File: config.mk
export PLATFORM = sky130hd
export DESIGN_NAME = cell_bist_ctrl
export DESIGN_NICKNAME = d
export VERILOG_FILES = /design/src/rtl/cell_bist_ctrl.sv
export SDC_FILE = /design/constraint.sdc
export NUM_CORES = 1
export LEC_CHECK = 0
export CORE_ASPECT_RATIO = 0.7
export CORE_MARGIN = 3
export CORE_UTILIZATION = 51
export DETAILED_ROUTE_END_ITERATION = 6
export PLACE_DENSITY = 0.79
export SLEW_MARGIN = 10
export SYNTH_ARGS = -nofsm -noshare
export SYNTH_HDL_FRONTEND = slang
export SYNTH_SLANG_ARGS = --single-unit
File: constraint.sdc
create_clock -name CLK -period 3.1 [get_ports CLK]
set_input_delay 0.62 -clock CLK [delete_from_list [all_inputs] [get_ports CLK]]
set_output_delay 0.62 -clock CLK [all_outputs]
set_load 0.05 [all_outputs]
File: src/rtl/cell_bist_ctrl.sv
// Built-in self-test controller: a Galois LFSR drives STIM and a MISR compacts RESP into SIG, which is compared with GOLDEN.
// Latency: DONE rises NPAT+LAT edges after START is accepted (NPAT==0 goes straight to DONE).
// Backpressure: none; START is ignored while BUSY. Optional scan-out is enabled by defining CELL_BIST_SHIFT_EN.
module cell_bist_ctrl #(
  parameter int unsigned     W     = 16,
  parameter int unsigned     CNT_W = 16,
  parameter logic [W-1:0]    SEED  = 16'hACE1,
  parameter logic [W-1:0]    POLY  = 16'hB400,
  parameter int unsigned     LAT   = 0
) (
  input  logic             CLK,
  input  logic             RST,
  input  logic             START,
  input  logic [CNT_W-1:0] NPAT,
  input  logic [W-1:0]     GOLDEN,
  input  logic [W-1:0]     RESP,
  output logic [W-1:0]     STIM,
  output logic [W-1:0]     SIG,
  output logic             BUSY,
  output logic             DONE,
  output logic             PASS
`ifdef CELL_BIST_SHIFT_EN
  ,
  input  logic             SHIFT,
  output logic             SO
`endif
);

  typedef enum logic [1:0] {S_IDLE, S_RUN, S_FLUSH, S_DONE} state_t;

  // Index of the final FLUSH cycle; unused when LAT is 0.
  localparam logic [1:0] FLUSH_LAST = (LAT > 0) ? 2'(LAT - 1) : 2'd0;

  state_t           state, state_nxt;
  logic [CNT_W-1:0] cnt, npat_q;
  logic [1:0]       flush_cnt;
  logic [W-1:0]     stim_q, sig_q, sig_nxt;
  logic             pass_q;
  logic             start_acc, run, enter_done, vld_tap;
`ifdef CELL_BIST_SHIFT_EN
  logic             shift_acc;
`endif

  // Shared Galois step used by both the LFSR and the MISR.
  function automatic logic [W-1:0] step(input logic [W-1:0] x);
    return (x >> 1) ^ (x[0] ? POLY : '0);
  endfunction

  // State register.
  always_ff @(posedge CLK) begin
    if (RST) state <= S_IDLE;
    else     state <= state_nxt;
  end

  // Next-state logic and per-cycle control strobes.
  always_comb begin
    state_nxt = state;
    start_acc = 1'b0;
    run       = 1'b0;
`ifdef CELL_BIST_SHIFT_EN
    shift_acc = 1'b0;
`endif
    case (state)
      S_IDLE, S_DONE: begin
        if (START) begin
          start_acc = 1'b1;
          state_nxt = (NPAT == '0) ? S_DONE : S_RUN;
        end
`ifdef CELL_BIST_SHIFT_EN
        else if (SHIFT) begin
          shift_acc = 1'b1;
        end
`endif
      end
      S_RUN: begin
        run = 1'b1;
        // cnt counts completed patterns, so the last one is at NPAT-1.
        if (cnt == npat_q - CNT_W'(1)) state_nxt = (LAT > 0) ? S_FLUSH : S_DONE;
      end
      S_FLUSH: begin
        if (flush_cnt == FLUSH_LAST) state_nxt = S_DONE;
      end
      default: state_nxt = S_IDLE;
    endcase
    // A restart with NPAT==0 from DONE re-evaluates PASS too.
    enter_done = (state_nxt == S_DONE) && ((state != S_DONE) || start_acc);
  end

  // Response-valid pipeline: the RUN flag delayed to line up with the array's latency.
  generate
    if (LAT == 0) begin : g_nolat
      assign vld_tap = run;
    end else begin : g_lat
      logic [LAT-1:0] dly_q;
      // Shift the RUN flag through LAT stages.
      always_ff @(posedge CLK) begin
        if (RST) begin
          dly_q <= '0;
        end else begin
          dly_q[0] <= run;
          for (int i = 1; i < LAT; i++) dly_q[i] <= dly_q[i-1];
        end
      end
      assign vld_tap = dly_q[LAT-1];
    end
  endgenerate

  // Signature value after this edge; also feeds the PASS compare on entry to DONE.
  always_comb begin
    sig_nxt = sig_q;
    if (start_acc)     sig_nxt = '0;
    else if (vld_tap)  sig_nxt = step(sig_q) ^ RESP;
`ifdef CELL_BIST_SHIFT_EN
    else if (shift_acc) sig_nxt = {sig_q[0], sig_q[W-1:1]};
`endif
  end

  // Datapath: LFSR, MISR, pattern/flush counters and the PASS flag.
  always_ff @(posedge CLK) begin
    if (RST) begin
      stim_q    <= SEED;
      sig_q     <= '0;
      cnt       <= '0;
      npat_q    <= '0;
      flush_cnt <= '0;
      pass_q    <= 1'b0;
    end else begin
      sig_q     <= sig_nxt;
      flush_cnt <= (state == S_FLUSH) ? flush_cnt + 2'd1 : 2'd0;
      if (start_acc) begin
        stim_q <= SEED;
        cnt    <= '0;
        npat_q <= NPAT;
      end else if (run) begin
        stim_q <= step(stim_q);
        cnt    <= cnt + CNT_W'(1);
      end
      if (enter_done)     pass_q <= (sig_nxt == GOLDEN);
      else if (start_acc) pass_q <= 1'b0;
    end
  end

  assign STIM = stim_q;
  assign SIG  = sig_q;
  assign PASS = pass_q;
  assign BUSY = (state == S_RUN) || (state == S_FLUSH);
  assign DONE = (state == S_DONE);
`ifdef CELL_BIST_SHIFT_EN
  assign SO   = sig_q[0];
`endif

endmodule
==> results_dict.tcl <==
set metrics [dict create \
    cp_common_cell "inv_1" \
    swShare 0.324 \
    cp_max_fo 6 \
    vdd_drop_max_uv 286 \
    holdWs_ps 493 \
    clock_latency_ps 350 \
    internal_power_mw 1.72 \
    layout_common_cells "clkdlybuf4s50_1 (85), dfxtp_1 (69), nand2_1 (61), nor2_1 (59), a21oi_1 (35)" \
    rsz0062_at_grt "no" \
    power_density_mw_per_mm2 491 \
    p_leak_nw 1.98 \
    final_hold_viol_count 0 \
    syn_nets 554 \
    fin_tns_setup_ps 0 \
    drive_gt1_frac 0.0636 \
    fin_skew_ps 15.0 \
    h-tree-depth 3 \
    cp.required_ps 2480 \
    port_buffers 85 \
    clockBufferDepth 2 \
    routed_wl_um 11100 \
    area_growth_pct 29.3 \
    ys.flop_type "dfxtp_1" \
    ios 86 \
    die_y_um 80.1 \
    vias 3967 \
    synth.avg_cell_area_um2 8.06 \
    worstPathArrival_ps 2210 \
    drv_cap 0 \
    gr-total-overflow 0 \
    synthDistinctLibCells 60 \
    status "completed" \
    start_util 0.537 \
    post-place-ws_ps 361 \
    row_count 26 \
    ys.warnings.count 0 \
    fin_crit_ps 2830 \
    drt-wirelength-per-cell_um 16.3 \
    seq_area_frac_synth 0.345 \
    antennaDiodeCount 0 \
    path_cells "inv_1, ha_1, inv_1, clkdlybuf4s50_1" \
    antenna_found_initial 0 \
    cts_hold_buf 0 \
    share_comb_of_total_power 0.288 \
    cts_tree "yes" \
    final_util 0.694 \
    maxSlewHeadroom 0.518 \
    cts_resized 0 \
    synthCells 496 \
    gp_congestion 0.948 \
    period_share 0.911 \
    ant_nets 0 \
    cts-buffers-inserted 9 \
    grt_max_degree 34 \
    first_global_vias 3774 \
    root_buffer "clkbuf_8" \
    critPathMaxStageDelay_ps 830 \
    grt_usage 0.255 \
    power_switching_uw 823 \
    min_path_type "flop to flop" \
    die_x_um 112 \
    fmax_mhz 354 \
    synthArstFlopShare 0 \
    slew_viol_final 0 \
    synth_edf_count 0 \
    setup_viol 0 \
    worstMarginPinSlew_ps 720 \
    cp-start-kind "flop" \
    worstSetupEndpointType "output pin" \
    fin_nets 636 \
    ys_ff_latch 69 \
    setup_ws_ps 275 \
    layout.cells.most_common "clkdlybuf4s50_1" \
    grt_first_pass_wirelength_um 18500 \
    dp_hpwl_um 8380 \
    clock_power_share 0.320 \
    postCtsSetupRepairBufs 0 \
    clock-sinks 69 \
    clkSlewWorstSetupHoldPaths_ps 80 \
    crit_buf_inv 3 \
    seqPwrFrac 0.391 \
    cp_top_family "buffers and inverters" \
    dieArea_mm2 0.00896 \
    power_mw 2.54 \
    core-area_mm2 0.00745 \
    viasPerCell 5.83 \
    worstSetupPathType "flop to output pin" \
    nFillCells 605 \
    drt-initial-drc-count 301 \
    drtPass1Iterations 5 \
    drcViolationCount 0 \
    netlist_area_mm2 0.00400 \
    worst_path_max_delay_cell "clkdlybuf4s50_1" \
]
-- layout make-up --
| class | count | area (µm²) | area share |
|---|---|---|---|
| flip-flops and latches | 69 | 1380 | 0.267 |
| clock inverters | 4 | 72.6 | 0.0140 |
| well taps | 98 | 123 | 0.0237 |
| repair buffers | 98 | 948 | 0.183 |
| inverters | 14 | 52.6 | 0.0102 |
| clock buffers | 11 | 141 | 0.0273 |
| multi-input cells | 386 | 2450 | 0.474 |
-- final timing paths --
kind,start,end,slack (ps),cells past startpoint
min,npat_q[0],npat_q[0],490,2
max reg2reg,npat_q[1],PASS,570,9
max,state[0],BUSY,270,4
min reg2reg,npat_q[0],npat_q[0],490,2
-- flip-flops by register name (all words and copies together), names as in the netlist --
| register | cells |
|---|---|
| npat_q | 16 |
| STIM | 16 |
| flush_cnt | 2 |
| SIG | 16 |
| cnt | 16 |
| PASS | 1 |
| state | 2 |
-- synthesized netlist by cell type, types with 7 or more instances --
cell       n  share of area
a21oi_1   35          0.044
and3_1    10          0.016
buf_2      8          0.010
clkbuf_1  16          0.015
dfxtp_1   69           0.35
ha_1       7          0.022
inv_1     14          0.013
mux2i_1   22          0.055
nand2_1   61          0.057
nand3_1    8          0.010
nand4_1   13          0.020
nor2_1    59          0.055
nor3_1    12          0.015
nor4_1     8          0.013
o21ai_0   15          0.019
xnor2_1   30          0.066
xor2_1    27          0.059
-- per-stage QoR --
step | cells | cell area (µm²)
4_1_cts | 680 | 5170
5_1_grt | 680 | 5170
2_1_floorplan | 496 | 4000
3_5_place_dp | 665 | 4960
3_3_place_gp | 665 | 4960
6_report | 680 | 5170
-- tightest hold or removal path, stage by stage, from the launching register on --
cell	delay, ps
dfxtp_1	330
nand2_1	60
a21oi_1	60
-- power groups by stage --
stage	logic (mW)	clock network [mW]	registers [mW]
final	0.732	0.814	0.994
after floorplan	0.407	0	1.09
after global routing	0.794	0.873	1.00
after CTS	0.727	0.830	0.993
after detailed placement	0.719	0	1.01
after global placement	0.704	0	1.01
-- cell families after synthesis --
group           share of synthesized area
fa+ha+maj                          0.0219
buf+inv                            0.0419
mux                                0.0551
compound gates                      0.167
simple gates                        0.243
flops                               0.345
xor+xnor                            0.125
-- metal layers --
metal / global-route usage / up-vias / wire length [µm]
met5: 0 / - / 0
met4: 0.0717 / 0 / 137
met3: 0.0602 / 17 / 969
met2: 0.391 / 171 / 4800
met1: 0.359 / 1857 / 5170
li1: - / 1922 / -
Power figures use the tool's default switching activity.
